--- src/rtl/tt_stack_pkg.sv ---
// Shared definitions for the tt_stack request/response interface.
package tt_stack_pkg;

  localparam int unsigned TT_DW = 32;
  localparam int unsigned TT_AW = 8;

  localparam logic OP_PUSH = 1'b0;
  localparam logic OP_POP  = 1'b1;

  localparam int unsigned ERR_OK    = 0;
  localparam int unsigned ERR_FULL  = 1;
  localparam int unsigned ERR_EMPTY = 2;

  typedef enum logic [1:0] {
    ST_IDLE      = 2'd0,
    ST_REQ       = 2'd1,
    ST_WAIT_RESP = 2'd2
  } tt_state_e;

endpackage

--- src/rtl/tt_result_fifo.sv ---
// First-word fall-through synchronous FIFO; DEPTH must be a power of two.
module tt_result_fifo #(
  parameter int unsigned DW    = 32,
  parameter int unsigned DEPTH = 2
) (
  input  logic          iclk,
  input  logic          ireset_n,
  input  logic          iwr,
  input  logic [DW-1:0] iwdata,
  input  logic          ird,
  output logic [DW-1:0] ordata,
  output logic          ovalid,
  output logic          ofull
);

  localparam int unsigned PW = (DEPTH > 1) ? $clog2(DEPTH) : 1;
  localparam int unsigned CW = PW + 1;

  logic [DW-1:0] mem [DEPTH];
  logic [PW-1:0] wr_ptr;
  logic [PW-1:0] rd_ptr;
  logic [CW-1:0] cnt;
  logic          wr_en;
  logic          rd_en;

  assign ovalid = (cnt != '0);
  assign ofull  = (cnt == CW'(DEPTH));
  assign ordata = mem[rd_ptr];
  assign wr_en  = iwr & ~ofull;
  assign rd_en  = ird & ovalid;

  // Storage, pointers and occupancy; simultaneous write and read are allowed.
  always_ff @(posedge iclk or negedge ireset_n) begin
    if (!ireset_n) begin
      for (int i = 0; i < int'(DEPTH); i++) begin
        mem[i] <= '0;
      end
      wr_ptr <= '0;
      rd_ptr <= '0;
      cnt    <= '0;
    end else begin
      if (wr_en) begin
        mem[wr_ptr] <= iwdata;
        wr_ptr      <= wr_ptr + PW'(1);
      end
      if (rd_en) begin
        rd_ptr <= rd_ptr + PW'(1);
      end
      cnt <= cnt + CW'(wr_en) - CW'(rd_en);
    end
  end

endmodule

--- src/rtl/tt_stack_master.sv ---
// Initiator for the tt_stack request/response interface.
// Optional build macro TT_STACK_MASTER_GUARD_EN: drop commands the shadow
// depth shows to be illegal and count them without touching the stack.
module tt_stack_master
  import tt_stack_pkg::*;
#(
  parameter int unsigned DW           = TT_DW,
  parameter int unsigned AW           = TT_AW,
  parameter int unsigned RFIFO_DEPTH  = 2,
  parameter int unsigned RESP_TIMEOUT = 15,
  parameter int unsigned CNT_W        = 16
) (
  input  logic             iclk,
  input  logic             ireset_n,
  input  logic             icmd_valid,
  output logic             ocmd_ready,
  input  logic             icmd_op,
  input  logic [DW-1:0]    icmd_data,
  output logic             ostk_req_valid,
  input  logic             istk_ready,
  output logic             ostk_req_op,
  output logic [DW-1:0]    ostk_req_push_data,
  input  logic             istk_resp_valid,
  input  logic [DW-1:0]    istk_resp_pop_data,
  input  logic [DW-1:0]    istk_resp_error_code,
  input  logic             istk_max_valid,
  input  logic [DW-1:0]    istk_max_data,
  output logic             ores_valid,
  input  logic             ires_ready,
  output logic [DW-1:0]    ores_data,
  output logic             ores_is_max,
  output logic [DW-1:0]    ores_max_data,
  output logic [AW:0]      odepth,
  output logic [CNT_W-1:0] oerr_full_cnt,
  output logic [CNT_W-1:0] oerr_empty_cnt,
  output logic [CNT_W-1:0] oerr_timeout_cnt,
  output logic             obusy
);

  localparam int unsigned TMO_W = (RESP_TIMEOUT > 1) ? $clog2(RESP_TIMEOUT + 1) : 1;
  localparam int unsigned RW    = 2 * DW + 1;
  localparam logic [AW:0] DEPTH_MAX = {1'b1, {AW{1'b0}}};

  tt_state_e        state;
  logic             op_q;
  logic [DW-1:0]    data_q;
  logic [TMO_W-1:0] tmo_q;
  logic             run_q;
  logic             cmd_fire;
  logic             err_full;
  logic             err_empty;
  logic             guard_full;
  logic             guard_empty;
  logic             fifo_wr;
  logic             fifo_full;
  logic [RW-1:0]    fifo_wdata;
  logic [RW-1:0]    fifo_rdata;

  function automatic logic [CNT_W-1:0] sat_inc(input logic [CNT_W-1:0] v);
    return (v == '1) ? v : v + CNT_W'(1);
  endfunction

  // Ready is decoded from registered state only; run_q keeps it low through reset.
  assign ocmd_ready         = run_q & (state == ST_IDLE) & ~fifo_full;
  assign cmd_fire           = icmd_valid & ocmd_ready;
  assign ostk_req_valid     = (state == ST_REQ);
  assign ostk_req_op        = op_q;
  assign ostk_req_push_data = data_q;
  assign obusy              = (state != ST_IDLE);

  // Codes other than full/empty are treated as success.
  assign err_full  = (istk_resp_error_code == DW'(ERR_FULL));
  assign err_empty = (istk_resp_error_code == DW'(ERR_EMPTY));

`ifdef TT_STACK_MASTER_GUARD_EN
  assign guard_empty = (icmd_op == OP_POP)  & (odepth == '0);
  assign guard_full  = (icmd_op == OP_PUSH) & (odepth == DEPTH_MAX);
`else
  assign guard_empty = 1'b0;
  assign guard_full  = 1'b0;
`endif

  assign fifo_wr    = (state == ST_WAIT_RESP) & istk_resp_valid;
  assign fifo_wdata = {istk_resp_pop_data, istk_max_valid, istk_max_data};

  // Command sequencing, shadow depth, error counters and response watchdog.
  always_ff @(posedge iclk or negedge ireset_n) begin
    if (!ireset_n) begin
      state            <= ST_IDLE;
      op_q             <= OP_PUSH;
      data_q           <= '0;
      tmo_q            <= '0;
      run_q            <= 1'b0;
      odepth           <= '0;
      oerr_full_cnt    <= '0;
      oerr_empty_cnt   <= '0;
      oerr_timeout_cnt <= '0;
    end else begin
      run_q <= 1'b1;
      case (state)
        ST_IDLE: begin
          if (cmd_fire) begin
            if (guard_empty) begin
              oerr_empty_cnt <= sat_inc(oerr_empty_cnt);
            end else if (guard_full) begin
              oerr_full_cnt <= sat_inc(oerr_full_cnt);
            end else begin
              op_q   <= icmd_op;
              data_q <= icmd_data;
              state  <= ST_REQ;
            end
          end
        end
        ST_REQ: begin
          if (istk_ready) begin
            if (err_full) begin
              oerr_full_cnt <= sat_inc(oerr_full_cnt);
              state         <= ST_IDLE;
            end else if (err_empty) begin
              oerr_empty_cnt <= sat_inc(oerr_empty_cnt);
              state          <= ST_IDLE;
            end else if (op_q == OP_PUSH) begin
              if (odepth != DEPTH_MAX) begin
                odepth <= odepth + (AW+1)'(1);
              end
              state <= ST_IDLE;
            end else begin
              tmo_q <= '0;
              state <= ST_WAIT_RESP;
            end
          end
        end
        ST_WAIT_RESP: begin
          if (istk_resp_valid) begin
            if (odepth != '0) begin
              odepth <= odepth - (AW+1)'(1);
            end
            state <= ST_IDLE;
          end else if (tmo_q == TMO_W'(RESP_TIMEOUT - 1)) begin
            oerr_timeout_cnt <= sat_inc(oerr_timeout_cnt);
            state            <= ST_IDLE;
          end else begin
            tmo_q <= tmo_q + TMO_W'(1);
          end
        end
        default: state <= ST_IDLE;
      endcase
    end
  end

  // Result buffer; the IDLE credit check guarantees space for every write.
  tt_result_fifo #(
    .DW    (RW),
    .DEPTH (RFIFO_DEPTH)
  ) u_result_fifo (
    .iclk     (iclk),
    .ireset_n (ireset_n),
    .iwr      (fifo_wr),
    .iwdata   (fifo_wdata),
    .ird      (ires_ready),
    .ordata   (fifo_rdata),
    .ovalid   (ores_valid),
    .ofull    (fifo_full)
  );

  assign ores_data     = fifo_rdata[RW-1 -: DW];
  assign ores_is_max   = fifo_rdata[DW];
  assign ores_max_data = fifo_rdata[DW-1:0];

endmodule

--- config.mk ---
export PLATFORM = sky130hd
export DESIGN_NAME = tt_stack_master
export DESIGN_NICKNAME = d
export VERILOG_FILES = /design/src/rtl/tt_stack_pkg.sv /design/src/rtl/tt_result_fifo.sv /design/src/rtl/tt_stack_master.sv
export SDC_FILE = /design/constraint.sdc
export NUM_CORES = 1
export LEC_CHECK = 0
export CELL_PAD_IN_SITES_DETAIL_PLACEMENT = 0
export CELL_PAD_IN_SITES_GLOBAL_PLACEMENT = 1
export CORE_AREA = 2 2 163 165
export DETAILED_ROUTE_END_ITERATION = 12
export DIE_AREA = 0 0 165 167
export MAX_ROUTING_LAYER = met4
export PLACE_DENSITY_LB_ADDON = 0.05
export SLEW_MARGIN = 15
export SYNTH_ARGS = -nofsm -noshare
export SYNTH_HDL_FRONTEND = slang
export SYNTH_SLANG_ARGS = --single-unit
export TNS_END_PERCENT = 5
--- constraint.sdc ---
create_clock -name iclk -period 5.3 [get_ports iclk]
set_clock_uncertainty 0.2 [all_clocks]
set_input_delay 0.53 -clock iclk [delete_from_list [all_inputs] [get_ports iclk]]
set_output_delay 0.53 -clock iclk [all_outputs]
set_load 0.02 [all_outputs]
# Word level (Yosys, flattened, before mapping)
# Index checks and enable logic that the tools add are counted.
# Widths: inputs -> output; s select.
[word_totals]
mem_bits_ro = 0
latch_bits = 0
output_inout_bits = 159
input_bits = 136
reg_bits = 231
word_cells = 105
mem_count = 0
ramBits = 0
[classes]
div = 0
shift = 0
add_sub_neg = 10
bitwise = 14
reduce_logical = 13
mul = 0
order_cmp = 3
n_eq_ne = 22
mux = 29
[op_table]
columns = ["cell", "n"]
rows = [
  ["$mux 65", 4],
  ["$bwmux 130", 1],
  ["$demux 65 s1", 1],
  ["$mux 9", 7],
  ["$add 16x1->16 const B", 3],
  ["$eq 16x16->1 const B", 3],
  ["$eq 32x1->1 const B", 1],
  ["$eq 32x2->1 const B", 1],
  ["$mux 4", 6],
  ["$pmux 9 s2", 1],
  ["$mux 2", 7],
  ["$ne 2x2->1 const B", 7],
  ["$add 9x1->9 const B", 1],
  ["$ne 9x9->1 const B", 1],
  ["$reduce_bool 9->1", 1],
  ["$sub 9x1->9 const B", 1],
  ["$ne 2x1->1 const B", 4],
  ["$pmux 4 s2", 1],
  ["$reduce_and 4->1", 2],
  ["$reduce_and 8->1", 1],
  ["$reduce_and 7->1", 1],
  ["$and 1x1->1", 6],
  ["$not 1->1", 6],
  ["$pmux 2 s3", 1],
  ["17 further kinds", 23],
]

# Longest topological paths before layout
[depth]
depth_word = 7
depth_mapped = 11
ltp_nobuf = 10

# Cells and area by module
# A second synthesis with hierarchy kept.
[hier_totals]
hier_cells = 762
hier_area_um2 = 10955.5
[modules_own_cells]
columns = ["mod", "n_inst", "area_each_um2", "cells_per_inst", "seq_area_each_um2"]
rows = [
  ["tt_result_fifo", 1, 6316.1, 364, 3353.2],
  ["tt_stack_master", 1, 4639.4, 398, 2427.3],
]

# Worst setup path after synthesis
# No wires, ideal clock.
[synth_path]
path_kind = "reg-to-reg"
start = "register state[0]"
end = "register odepth[8]"
required_ns = 4.970
t_arrival_ns = 2.165
synth_period_minus_slack_ns = 2.496
setup_slack_ns = 2.804
path_stages_with_launch = 12
setup_ns = 0.130
path_buffers = 1
cell_sequence = "dfrtp_1 > inv_1 > ha_1 > buf_2 > xor2_1 > ha_1 > nand4bb_1 > nand4_1 > a211o_1 > a32o_1 > nand2_1 > xnor2_1"
[synth_via]
elab_chain_len = 3
elab_cells_between_ends = 12
classes_between = "eq/ne: 9; mux: 1; reduce/logical: 2"
[synth_rtl]
columns = ["element", "line_no", "rtl"]
rows = [
  ["start, declared", "tt_stack_master.sv:44", "tt_state_e state;"],
  ["start signal, assigned", "tt_stack_master.sv:89", "state <= ST_IDLE;"],
  ["start signal, assigned", "tt_stack_master.sv:110", "state <= ST_REQ;"],
  ["start signal, assigned", "tt_stack_master.sv:118", "state <= ST_IDLE;"],
  ["$eq 2x2->1 or $eq 2x1->1 (tied branches)", "tt_stack_master.sv:100", "case (state)"],
  ["$ne 2x1->1 (no line), or another cell as far along", "n/a", ""],
  ["$reduce_and 8->1 (no line)", "n/a", ""],
  ["end signal, assigned", "tt_stack_master.sv:124", "odepth <= odepth + (AW+1)'(1);"],
  ["end signal, assigned", "tt_stack_master.sv:136", "odepth <= odepth - (AW+1)'(1);"],
  ["end, declared", "tt_stack_master.sv:33", "output logic [AW:0] odepth,"],
]
# Several ways; a longest one is shown, not always the timed one.
# A chain may end at the register's enable or synchronous reset.

# Worst setup path after layout
[layout_path]
start = "register u_result_fifo.rd_ptr"
end = "output ores_data[27]"
[layout_via]
elab_chain_len = 4
[layout_rtl]
columns = ["element", "line_no", "rtl"]
rows = [
  ["start, declared", "tt_result_fifo.sv:21", "logic [PW-1:0] rd_ptr;"],
  ["start signal, assigned", "tt_result_fifo.sv:47", "rd_ptr <= rd_ptr + PW'(1);"],
  ["$not 1->2 (not written as such)", "tt_result_fifo.sv:28", "assign ordata = mem[rd_ptr];"],
  ["$mux 65 (not written as such) (3 in series)", "tt_result_fifo.sv:28", ""],
  ["end, declared", "tt_stack_master.sv:30", "output logic [DW-1:0] ores_data,"],
]
# No other way between the ends. The select of a mux whose other input is x is not followed.

==> results.json <==
{
  "status": "finished, final reports clean",
  "num_io_pins": 295,
  "die_area_um2": 27560,
  "synthDistinctLibCells": 54,
  "clk_path_buf_depth": 3,
  "power_mw": 8.480,
  "antenna_found_initial": 2,
  "initialDrtViolationCount": 349,
  "cts_tree": "built",
  "whs_ps": 290.5,
  "slew_headroom_pct": 41.91,
  "die_h_um": 167,
  "dpl.cell_count": 1365,
  "cts-resized-gates": 0,
  "final_design_area_no_fill_um2": 14650,
  "drt-total-wl_um": 25310,
  "ir_drop_mv": 0.4027,
  "grt_pass1_vias": 7414,
  "grt_start_max_net_pins": 116,
  "yosysTopAreaCell": "dfrtp_1",
  "fill_cells": 2162,
  "portBuffers": 294,
  "postSynthAreaPerCell_um2": 13.59,
  "critPathMaxFanout": 34,
  "overflow": 0,
  "powerDensity_nw_per_um2": 578.7,
  "yosysTopAreaCellShare_pct": 55.48,
  "synthTopCellsByArea": "dfrtp_1, mux2_2, xnor2_1",
  "initial_core_util_pct": 40.44,
  "cp_top_family": "buffers and inverters",
  "async_flop_share_pct": 100.0,
  "drive_above_1_share_pct": 27.84,
  "cts_made_buffers": 27,
  "wl_per_cell_um": 17.85,
  "postLayoutSetupSlackWorst_ps": 1582,
  "syn_area_um2": 10420,
  "synthCells": 767,
  "cp-start-kind": "flop",
  "min-delay-start": "oerr_timeout_cnt[10]",
  "cp.arrival_ps": 2990,
  "place_ws_ps": 2041,
  "max_freq_mhz": 268.9,
  "ant_nets": 0,
  "maxCapViolCount": 0,
  "nets": 1209,
  "ys_warn_count": 0,
  "grt.total_usage_pct": 18.76,
  "cts-htree-levels": 1,
  "tns_ps": 0,
  "hold_viol": 0,
  "p_leak_nw": 6.308,
  "worstSetupEndpointType": "output pin",
  "layoutNonFillerInstCount": 1418,
  "gp_congestion": 0.7515,
  "ys_seq_area_share_pct": 55.48,
  "regArea_um2": 5782,
  "syn-num-nets": 916,
  "rows": 59,
  "crit_chain": "buf_4 -> mux2_2 -> clkdlybuf4s50_1",
  "synthToLayoutAreaGrowth_pct": 40.63,
  "vias": 7084,
  "worstMarginPinSlew_ps": 871.3,
  "cts_sinks": 231,
  "dp_hpwl_um": 17510,
  "die_x_um": 165,
  "holdCritPathClass": "flop to flop",
  "insertion_delay_ps": 530,
  "viasPerCell": 4.996,
  "grt_use_met1_pct": 24.73,
  "r2r_start": "state[0]",
  "drc": 0,
  "core_um2": 25760,
  "top_usage_layer": "met2",
  "drt-pass1-iter-count": 4,
  "post_cts_buffers": 0,
  "cp.depth": 3,
  "setup.worst_path.start": "u_result_fifo.rd_ptr",
  "use_met2_pct": 28.57,
  "setup_violations": 0,
  "root_buffer": "clkbuf_16",
  "fin_crit_ps": 3718,
  "grt_pass1_wl_um": 39810,
  "final_core_util_pct": 56.88,
  "rr_worst_depth": 7,
  "final_cell_mix": "clkdlybuf4s50_1, mux2_2, dfrtp_1",
  "crit_type": "flop to output pin",
  "multi_input_area_um2": 4412,
  "clk_pin_slew_ps": 60,
  "met3_usage_pct": 5.430,
  "grt_setup_unrepaired": "no",
  "slew_violations": 0,
  "place_area_um2": 13690,
  "crit_path_top_delay_cell": "dfrtp_2",
  "cpPeakStageDelay_ps": 890,
  "cp.buffers_inverters": 2,
  "holdPathStages": 1,
  "period_share_pct": 70.16,
  "final_common_cell": "clkdlybuf4s50_1",
  "synth_top_flop_cell": "dfrtp_1",
  "crit_required_ps": 4570,
  "synth_enable_flop_cells": 0,
  "ys_seq_elements": 231
}
routing by layer:
metal,part of all wire (%),vias up
li1,-,3335
met1,44,3479
met2,46,237
met3,7.9,33
met4,2.0,0
met5,0,-
sequential cells by signal, summed over array words and instances, names as in the netlist:
name / flops
u_result_fifo.mem: 130
tmo_q: 4
oerr_empty_cnt: 16
state: 2
odepth: 9
ostk_req_push_data: 32
ostk_req_op: 1
u_result_fifo.rd_ptr: 1
u_result_fifo.cnt: 2
oerr_timeout_cnt: 16
oerr_full_cnt: 16
run_q: 1
u_result_fifo.wr_ptr: 1
final timing paths:
check	to	slack, ps
max in group asynchronous	u_result_fifo.rd_ptr	3280
hold / removal	oerr_timeout_cnt[10]	290
setup / recovery	ores_data[27]	1580
setup reg to reg	u_result_fifo.mem[106]	2060
min in group asynchronous	oerr_timeout_cnt[13]	490
hold reg to reg	oerr_timeout_cnt[10]	290
cell usage after synthesis (4+ instances only):
cell type  instances
ha_1              13
nor3_1             4
nand4_1           16
inv_1             12
nand2_1           33
nand3_1           23
xnor2_1           52
nor2_1            15
buf_4              5
mux2_2           235
dfrtp_1          231
o21ai_0            5
a21oi_1            9
xor2_1             8
nand2b_1           4
and3_1            10
nor4_1             7
and4_1             5
buf_2             16
clkbuf_1          16
power breakdown:
| part | internal [mW] | leakage (nW) | total [mW] | switching (mW) |
|---|---|---|---|---|
| Sequential | 2.46 | 2.94 | 2.93 | 0.466 |
| Combinational | 2.00 | 2.90 | 3.60 | 1.59 |
| Clock | 1.24 | 0.464 | 1.96 | 0.719 |
what timing repair did:
action / 4_1_cts / 5_1_grt
endpoints found under the setup margin: 0 / 0
hold endpoints to repair: 113 / 0
hold buffers: 1 / 0
logic make-up (layout without fill, tap and decap cells):
| group | after synthesis | in the layout | synth area share [%] |
|---|---|---|---|
| compound gates | 35 | 35 | 2.378 |
| xor+xnor | 60 | 60 | 5.043 |
| fa+ha+maj | 13 | 13 | 1.561 |
| buf+inv | 51 | 365 | 2.281 |
| flops | 231 | 231 | 55.48 |
| mux | 237 | 237 | 25.59 |
| other cells | 1 | 3 | 0.03599 |
| simple gates | 139 | 139 | 7.637 |
cell type report:
type	count	area share, %
Sequential cell	231	39.46
Multi-Input combinational cell	485	30.11
Timing Repair Buffer	302	20.71
Antenna cell	2	0.03415
Tap cell	335	2.860
Inverter	13	0.3330
Clock inverter	13	1.358
Clock buffer	37	5.140
Note: power is estimated with default switching activity, not from simulation.
